File: src/rtl/pift_pkg.sv
// Shared types for the PIFT taint_sum consumer: event record, logger FSM states and a
// popcount helper used by the live-taint counter.
package pift_pkg;

  localparam int NUM_SRC = 16;
  localparam int TS_W    = 32;
  localparam int CNT_W   = $clog2(NUM_SRC + 1);

  typedef struct packed {
    logic               last;
    logic [NUM_SRC-1:0] vec;
    logic [TS_W-1:0]    time_stamp;
  } taint_evt_t;

  localparam int EVT_W = $bits(taint_evt_t);

  typedef enum logic [1:0] {
    IDLE,
    RUN,
    FLUSH
  } tel_state_e;

  function automatic logic [CNT_W-1:0] popcount(input logic [NUM_SRC-1:0] v);
    logic [CNT_W-1:0] c;
    c = '0;
    for (int i = 0; i < NUM_SRC; i++) c = c + CNT_W'(v[i]);
    return c;
  endfunction

endpackage

File: src/rtl/taint_evt_fifo.sv
// First-word-fall-through synchronous FIFO; a push into a full FIFO is taken when the
// head is popped in the same cycle.
module taint_evt_fifo #(
  parameter int DEPTH = 8,
  parameter int WIDTH = 8
) (
  input  logic                     pos_clk,
  input  logic                     pos_arst,
  input  logic                     push,
  input  logic [WIDTH-1:0]         push_data,
  input  logic                     pop,
  output logic [WIDTH-1:0]         pop_data,
  output logic                     full,
  output logic                     empty,
  output logic [$clog2(DEPTH):0]   count
);

  localparam int AW = $clog2(DEPTH);

  logic [WIDTH-1:0] mem [DEPTH];
  logic [AW-1:0]    wr_ptr;
  logic [AW-1:0]    rd_ptr;
  logic [AW:0]      cnt;
  logic             do_push;
  logic             do_pop;

  assign full    = (cnt == (AW + 1)'(DEPTH));
  assign empty   = (cnt == '0);
  assign do_pop  = pop && !empty;
  assign do_push = push && (!full || do_pop);

  // NOTE: the storage array is deliberately not reset; only pointers and count carry
  // state that matters, and the head output is forced to zero while empty.
  always_ff @(posedge pos_clk) begin
    if (do_push) mem[wr_ptr] <= push_data;
  end

  always_ff @(posedge pos_arst or posedge pos_clk) begin
    if (pos_arst) begin
      wr_ptr <= '0;
      rd_ptr <= '0;
      cnt    <= '0;
    end else begin
      if (do_push) wr_ptr <= wr_ptr + 1'b1;
      if (do_pop)  rd_ptr <= rd_ptr + 1'b1;
      case ({do_push, do_pop})
        2'b10:   cnt <= cnt + 1'b1;
        2'b01:   cnt <= cnt - 1'b1;
        default: cnt <= cnt;
      endcase
    end
  end

  assign pop_data = empty ? '0 : mem[rd_ptr];
  assign count    = cnt;

endmodule

File: src/rtl/taint_event_logger.sv
// Samples taint_sum flags every cycle, queues a timestamped snapshot on every change and
// an end-of-run marker when logging stops; observation only, never drives the SoC.
module taint_event_logger
  import pift_pkg::*;
#(
  parameter int FIFO_DEPTH = 8,
  parameter int DROP_W     = 16
) (
  input  logic               pos_clk,
  input  logic               pos_arst,
  input  logic               en,
  input  logic [NUM_SRC-1:0] src_taint,
  input  logic               clr_overflow,
  output logic               ev_valid,
  input  logic               ev_ready,
  output logic [NUM_SRC-1:0] ev_vec,
  output logic [TS_W-1:0]    ev_time,
  output logic               ev_last,
  output logic [CNT_W-1:0]   taint_cnt,
  output logic               overflow,
  output logic [DROP_W-1:0]  drop_cnt
);

  localparam int FCNT_W = $clog2(FIFO_DEPTH) + 1;

  tel_state_e         state;
  logic [TS_W-1:0]    ts;
  logic [NUM_SRC-1:0] prev_vec;
  logic [NUM_SRC-1:0] samp;
  logic               changed;
  logic               push_req;
  logic               push_ok;
  logic               pop;
  logic               drop;
  logic               fifo_full;
  logic               fifo_empty;
  logic [FCNT_W-1:0]  fifo_count;
  taint_evt_t         push_evt;
  taint_evt_t         head_evt;

  // NOTE: combinational blocks use blocking '=' and assign every output a default first,
  // so no latch can be inferred on any path.
  always_comb begin
    samp = '0;
    for (int i = 0; i < NUM_SRC; i++) samp[i] = (src_taint[i] === 1'b1);
  end

  assign pop      = ev_valid && ev_ready;
  assign push_ok  = (fifo_count < FCNT_W'(FIFO_DEPTH)) || (fifo_full && pop);
  assign changed  = (state == RUN) && (samp != prev_vec);
  assign push_req = changed || (state == FLUSH);
  assign drop     = changed && !push_ok;

  always_comb begin
    push_evt            = '0;
    push_evt.time_stamp = ts;
    if (state == FLUSH) begin
      push_evt.last = 1'b1;
      push_evt.vec  = prev_vec;
    end else begin
      push_evt.last = 1'b0;
      push_evt.vec  = samp;
    end
  end

  // ts only advances in RUN, so the end-of-run marker carries the timestamp that
  // followed the last RUN cycle even if the flush stalls.
  always_ff @(posedge pos_arst or posedge pos_clk) begin
    if (pos_arst) begin
      state    <= IDLE;
      ts       <= '0;
      prev_vec <= '0;
    end else begin
      case (state)
        IDLE: begin
          if (en) begin
            state    <= RUN;
            ts       <= '0;
            prev_vec <= '0;
          end
        end
        RUN: begin
          ts       <= ts + 1'b1;
          prev_vec <= samp;
          if (!en) state <= FLUSH;
        end
        FLUSH: begin
          if (push_ok) state <= IDLE;
        end
        default: state <= IDLE;
      endcase
    end
  end

  always_ff @(posedge pos_arst or posedge pos_clk) begin
    if (pos_arst) begin
      taint_cnt <= '0;
    end else begin
      taint_cnt <= popcount(samp);
    end
  end

  // A drop in the same cycle as a clear still registers, so it is never lost.
  always_ff @(posedge pos_arst or posedge pos_clk) begin
    if (pos_arst) begin
      overflow <= 1'b0;
      drop_cnt <= '0;
    end else if (drop) begin
      overflow <= 1'b1;
      if (clr_overflow)         drop_cnt <= DROP_W'(1);
      else if (drop_cnt != '1)  drop_cnt <= drop_cnt + 1'b1;
    end else if (clr_overflow) begin
      overflow <= 1'b0;
      drop_cnt <= '0;
    end
  end

  taint_evt_fifo #(
    .DEPTH (FIFO_DEPTH),
    .WIDTH (EVT_W)
  ) u_fifo (
    .pos_clk   (pos_clk),
    .pos_arst  (pos_arst),
    .push      (push_req),
    .push_data (push_evt),
    .pop       (pop),
    .pop_data  (head_evt),
    .full      (fifo_full),
    .empty     (fifo_empty),
    .count     (fifo_count)
  );

  assign ev_valid = !fifo_empty;
  assign ev_vec   = head_evt.vec;
  assign ev_time  = head_evt.time_stamp;
  assign ev_last  = head_evt.last;

endmodule

File: config.mk
export PLATFORM = sky130hd
export DESIGN_NAME = taint_event_logger
export DESIGN_NICKNAME = d
export VERILOG_FILES = /design/src/rtl/pift_pkg.sv /design/src/rtl/taint_evt_fifo.sv /design/src/rtl/taint_event_logger.sv
export SDC_FILE = /design/constraint.sdc
export NUM_CORES = 1
export LEC_CHECK = 0
export ABC_CLOCK_PERIOD_IN_PS = 9000
export CAP_MARGIN = 20
export CORE_ASPECT_RATIO = 2
export CORE_MARGIN = 2
export CORE_UTILIZATION = 39
export CTS_BUF_LIST = sky130_fd_sc_hd__clkbuf_4 sky130_fd_sc_hd__clkbuf_8 sky130_fd_sc_hd__clkbuf_16
export DETAILED_ROUTE_END_ITERATION = 8
export GPL_TIMING_DRIVEN = 0
export SLEW_MARGIN = 20
export SYNTH_ARGS = -nofsm -noshare
export SYNTH_HDL_FRONTEND = slang
export SYNTH_SLANG_ARGS = --single-unit
export TNS_END_PERCENT = 1
File: constraint.sdc
create_clock -name pos_clk -period 9 [get_ports pos_clk]
set_input_delay 1.35 -clock pos_clk [delete_from_list [all_inputs] [get_ports pos_clk]]
set_output_delay 1.35 -clock pos_clk [all_outputs]
set_load 0.1 [all_outputs]
== After elaboration in Yosys (flattened, before gate mapping) ==
Memory sizes are Yosys's and may differ from the RTL's.
Index checks and enable logic that the tools add are counted.
W data, S select, Z words.

* RAM bits: 392
* Memories: 1
* Input port bits: 21
* Register bits: 82
* Logic and storage cells: 98

{| class="wikitable"
|+ Memories
! name !! words !! bits a word !! read ports !! clocked after Yosys merged registers in !! write ports !! RTL line !! source
|-
| u_fifo.mem || 8 || 49 || 1 || 0 || 1 || taint_evt_fifo.sv:20 || <nowiki>logic [WIDTH-1:0] mem [DEPTH];</nowiki>
|}

* Add/subtract/negate cells: 21
* Reductions and logical operators: 21
* $lt $le $gt $ge: 1
* Multiplexer cells: 19
* Equal/unequal tests: 26

{| class="wikitable"
|+ Operators by type and width
! cell !! count
|-
| $mux W16 || 5
|-
| $pmux W32 S2 || 1
|-
| $add A5 B1 Y5 || 11
|-
| $mux W49 || 1
|-
| $add A32 B1 Y32 const B || 1
|-
| $mux W32 || 1
|-
| $pmux W16 S2 || 1
|-
| $mux W17 || 1
|-
| $add A16 B1 Y16 const B || 1
|-
| $eqx A1 B1 Y1 const B || 16
|-
| $ne A16 B16 Y1 || 1
|-
| $ne A16 B16 Y1 const B || 1
|-
| $pmux W4 S2 || 1
|-
| $reduce_bool A2 Y1 || 4
|-
| $add A3 B1 Y3 const B || 2
|-
| $logic_and A1 B1 Y1 || 6
|-
| $mux W2 || 3
|-
| $ne A2 B2 Y1 const B || 3
|-
| $pmux W2 S3 || 1
|-
| $add A4 B1 Y5 || 1
|-
| $add A3 B1 Y4 || 1
|-
| $add A4 B1 Y4 const B || 1
|-
| $eq A2 B1 Y1 const B || 2
|-
| $eq A2 B2 Y1 const B || 2
|-
| 12 further kinds || 20
|}

== Depth between registers and ports, before layout ==
* Depth in word-level cells: 16
* Gate-level depth with buffers: 12

== Modules after synthesis ==
From an unflattened synthesis, not the netlist that was laid out.

* Cells, all modules: 1,097
* Area, all modules: 19,572.5 um^2

{| class="wikitable"
|+ By module, submodules not included
! module !! instances !! area an instance (um^2) !! cells each
|-
| taint_evt_fifo || 1 || 15,516.1 || 693
|-
| taint_event_logger || 1 || 4,056.4 || 404
|}

== Least setup slack after synthesis ==
No wires, ideal clock.

* Kind: input to register
* Start point: input port src_taint[12]
* End point: memory u_fifo.mem[5][0] (netlist bit) (enable)
* Arrival time: 6.937 ns
* Path buffers: 0
* Stages: 5
* Path slack: 1.468 ns
* Library setup time: 0.594 ns
* Data required time: 8.406 ns
* Cell sequence: xor2_1 nor4_1 nand4_1 a21oi_1 nor4b_1

* Word-level cells in the longest chain between the ends: 7

{| class="wikitable"
|+ RTL lines
! what !! RTL line !! source
|-
| from (decl) || taint_event_logger.sv:12 || <nowiki>input logic [NUM_SRC-1:0] src_taint,</nowiki>
|-
| $eqx A1 B1 Y1 || taint_event_logger.sv:45 || <nowiki>for (int i = 0; i < NUM_SRC; i++) samp[i] = (src_taint[i] === 1'b1);</nowiki>
|-
| $ne A16 B16 Y1 || taint_event_logger.sv:50 || <nowiki>assign changed = (state == RUN) && (samp != prev_vec);</nowiki>
|-
| $logic_and A1 B1 Y1 || taint_event_logger.sv:50 ||
|-
| $logic_or A1 B1 Y1 || taint_event_logger.sv:51 || <nowiki>assign push_req = changed || (state == FLUSH);</nowiki>
|-
| $logic_and A1 B1 Y1 || taint_evt_fifo.sv:30 || <nowiki>assign do_push = push && (!full || do_pop);</nowiki>
|-
| $mux W1 || taint_evt_fifo.sv:35 || <nowiki>if (do_push) mem[wr_ptr] <= push_data;</nowiki>
|-
| $mux W1 (implied by the code) || taint_evt_fifo.sv:35 ||
|-
| to (decl) || taint_evt_fifo.sv:20 ||
|}

Every way passes these cells.

== Worst setup path in the final report ==
* Start point: register u_fifo.rd_ptr[1]
* End point: output port ev_vec[6]

* Word-level cells in the longest chain between the ends: 2

{| class="wikitable"
|+ RTL lines
! what !! RTL line !! source
|-
| from (decl) || taint_evt_fifo.sv:22 || <nowiki>logic [AW-1:0] rd_ptr;</nowiki>
|-
| from (signal assigned) || taint_evt_fifo.sv:45 || <nowiki>if (do_pop) rd_ptr <= rd_ptr + 1'b1;</nowiki>
|-
| $mem_v2 Z8 W49 || n/a ||
|-
| $mux W49 || taint_evt_fifo.sv:54 || <nowiki>assign pop_data = empty ? '0 : mem[rd_ptr];</nowiki>
|-
| to (decl) || taint_event_logger.sv:16 || <nowiki>output logic [NUM_SRC-1:0] ev_vec,</nowiki>
|}

Every way passes these cells.

==> results_dict.tcl <==
set metrics [dict create \
    yosys.area.top_type "edfxtp_1" \
    grt_pass1_wl_um 68920 \
    syn_inst 1167 \
    cp_slowest_cell "clkdlybuf4s50_1" \
    gp_congestion 0.8226 \
    path_max_fanout 10 \
    cp-start-kind "flop" \
    n_antenna_cell 0 \
    drive_above_1_share_pct 19.32 \
    layout_commonest_cell "edfxtp_1" \
    hold_ws_ns 0.5281 \
    htreeDepth 2 \
    cts_hold_buf 0 \
    yosys.area.top_type_share_pct 59.71 \
    vdd_drop_max_mv 0.3326 \
    syn_nets 1210 \
    cts_tree "built" \
    detail_route.wl_per_cell_um 22.02 \
    io_buffers 92 \
    wirelength_um 44730 \
    post_cts_buffers 0 \
    dieHeight_um 322.0 \
    drt-initial-drc-count 726 \
    io_pins 93 \
    final_cell_mix "edfxtp_1, nand2_1, mux4_2, clkdlybuf4s50_1, dfrtp_1" \
    cp-end-kind "output port" \
    p_leak_nw 8.340 \
    final-setup-viol-count 0 \
    skew_ns 0.01354 \
    via_count 10870 \
    ys.flop_type "edfxtp_1" \
    rsz0062_at_grt "false" \
    critPathBufInv 3 \
    die_area_um2 52470 \
    hold_class "reg -> reg" \
    ys_ff_latch 474 \
    status "finished clean" \
    syn_area_um2 19710 \
    crit_arrival_ns 3.86 \
    synth_async_sr_flop_share_pct 17.30 \
    post-route-min-period_ns 5.208 \
    grt_max_degree 53 \
    path_cells "clkbuf_1, clkbuf_1, mux4_2, mux2i_1, nor2_1, clkdlybuf4s50_1" \
    crit_required_ns 7.65 \
    clk_latency_ns 0.55 \
    path_common_cell "clkbuf_1" \
    tightest_slew_ns 1.066 \
    power_per_cell_area_nw_per_um2 373.0 \
    area_delta_synth_final_pct 19.01 \
    antenna_left 0 \
    max_freq_mhz 192.0 \
    grtUsageTotal_pct 17.49 \
    dp_cells 1955 \
    dp_hpwl_um 31330 \
    cpLargestDelayFamily "buffers and inverters" \
    synth-seq-area-share_pct 70.12 \
    cts_max_path_buffers 3 \
    grt_pass1_vias 11678 \
    clkSinkCount 474 \
    drc 0 \
    antenna_found_initial 0 \
    coreArea_um2 49930 \
    syn_area_per_cell_um2 16.89 \
    cts_made_buffers 41 \
    drv_cap 0 \
    path_class "reg -> out" \
    final_nets 1392 \
    dr.pass1.iters 4 \
    maxSlewViolCount 0 \
    die_w_um 163.0 \
    fin_ws_ns 3.792 \
    synth-edff-count 392 \
    rows 116 \
    dp_slack_ns 3.631 \
    max_slew_margin_pct 28.72 \
    yosysWarningCount 0 \
    start_util_pct 39.48 \
    period_share_pct 57.86 \
    hold_viol 0 \
    gr-total-overflow 0 \
    synth.distinct_cells 57 \
    stdcell_count 2031 \
    root_buffer "clkbuf_16" \
    drt-vias-per-instance 5.352 \
    slowest_delay_ns 1.20 \
    ys_top_cells_by_area "edfxtp_1, mux4_2, dfrtp_1" \
    cts_resized 0 \
    clkTransAtPathRegs_ns 0.07 \
]
## logic make-up after synthesis
family	synth area share, %
simple gates	7.749
xor+xnor	1.111
fa+ha+maj	1.777
buf+inv	1.942
compound gates	2.507
mux	14.79
flops	70.12
## per-layer routing
metal	global-route usage, %	vias to the layer above	wire length (um)
met5	0	-	0
met4	6.136	0	1314
met3	2.859	86	2038
met2	33.11	266	24930
met1	19.56	5638	16450
li1	-	4880	-
## report_power, final
group	total (mW)	leakage, nW	switching (mW)	internal (mW)
Combinational	4.03	2.90	2.84	1.19
Clock	1.87	0.714	0.783	1.08
Sequential	2.85	4.72	0.122	2.73
Total	8.75	8.34	3.75	5.00
## layout make-up
| class | instances | area, um^2 |
|---|---|---|
| multi-input combinational | 605 | 5569 |
| clock inverter | 20 | 236.5 |
| sequential | 474 | 13820 |
| inverter | 30 | 117.6 |
| fill | 4334 | 26470 |
| tap | 649 | 812.0 |
| buffer | 58 | 270.3 |
| timing repair buffer | 139 | 1435 |
| clock buffer | 56 | 1199 |
## worst register-to-register path, stage by stage, from the launching register on
cell and delay, ns:
dfrtp_1 0.41, xor2_1 0.17, nor4_1 0.65, nand4_1 0.44
a21oi_1 0.79, nor4b_2 0.22, buf_4 0.22, buf_2 0.17
buf_2 0.20, buf_2 0.20, buf_2 0.20
## final timing paths
check                            startpoint  depth (start not counted)  slack (ns)           endpoint
min in group asynchronous          pos_arst                          2        1.17       taint_cnt[0]
min                                state[1]                          1        0.53           state[0]
max                        u_fifo.rd_ptr[1]                          6        3.79          ev_vec[6]
max in group asynchronous          pos_arst                          3        7.23             ts[13]
min reg2reg                        state[1]                          1        0.53           state[0]
max reg2reg                    prev_vec[15]                         10        5.06  u_fifo.mem[5][41]
## metrics by stage
| stage | cell area, um^2 | utilization, % | setup TNS [ns] | power [mW] |
|---|---|---|---|---|
| 2_1_floorplan | 19710 | - | 0 | 5.908 |
| 3_3_place_gp | 21450 | 42.96 | -663.68 | 6.919 |
| 3_5_place_dp | 22030 | 44.12 | 0 | 6.996 |
| 4_1_cts | 23460 | 46.99 | 0 | 8.857 |
| 5_1_grt | 23460 | 46.99 | 0 | 9.108 |
| 6_report | 23460 | 46.99 | 0 | 8.751 |
## state kept, by name (all words and copies together), names as in the netlist
name / count
taint_cnt: 5
overflow: 1
drop_cnt: 16
state: 2
u_fifo.count: 4
u_fifo.wr_ptr: 3
u_fifo.mem: 392
u_fifo.rd_ptr: 3
prev_vec: 16
ts: 32
## Yosys cell counts (all sizes together), types with 2 or more instances
| library cell | instances |
|---|---|
| ha | 12 |
| o41ai | 2 |
| mux2 | 7 |
| clkbuf | 31 |
| nor4 | 7 |
| o31ai | 14 |
| mux4 | 98 |
| inv | 30 |
| xnor2 | 3 |
| nor4b | 4 |
| and4 | 6 |
| o22ai | 2 |
| a311o | 2 |
| a21oi | 18 |
| dfrtp | 82 |
| buf | 27 |
| nor3 | 14 |
| nand4 | 15 |
| o21ai | 25 |
| nand3 | 49 |
| fa | 10 |
| nor2 | 74 |
| nor2b | 8 |
| nand3b | 2 |
| nand4b | 2 |
| mux2i | 63 |
| edfxtp | 392 |
| a211oi | 2 |
| or4 | 8 |
| nand2 | 105 |
| o211ai | 8 |
| or2 | 2 |
| xor2 | 22 |
| nand2b | 8 |
| and3 | 2 |
| or3 | 2 |
No activity file was read; power rests on OpenSTA's default activity.
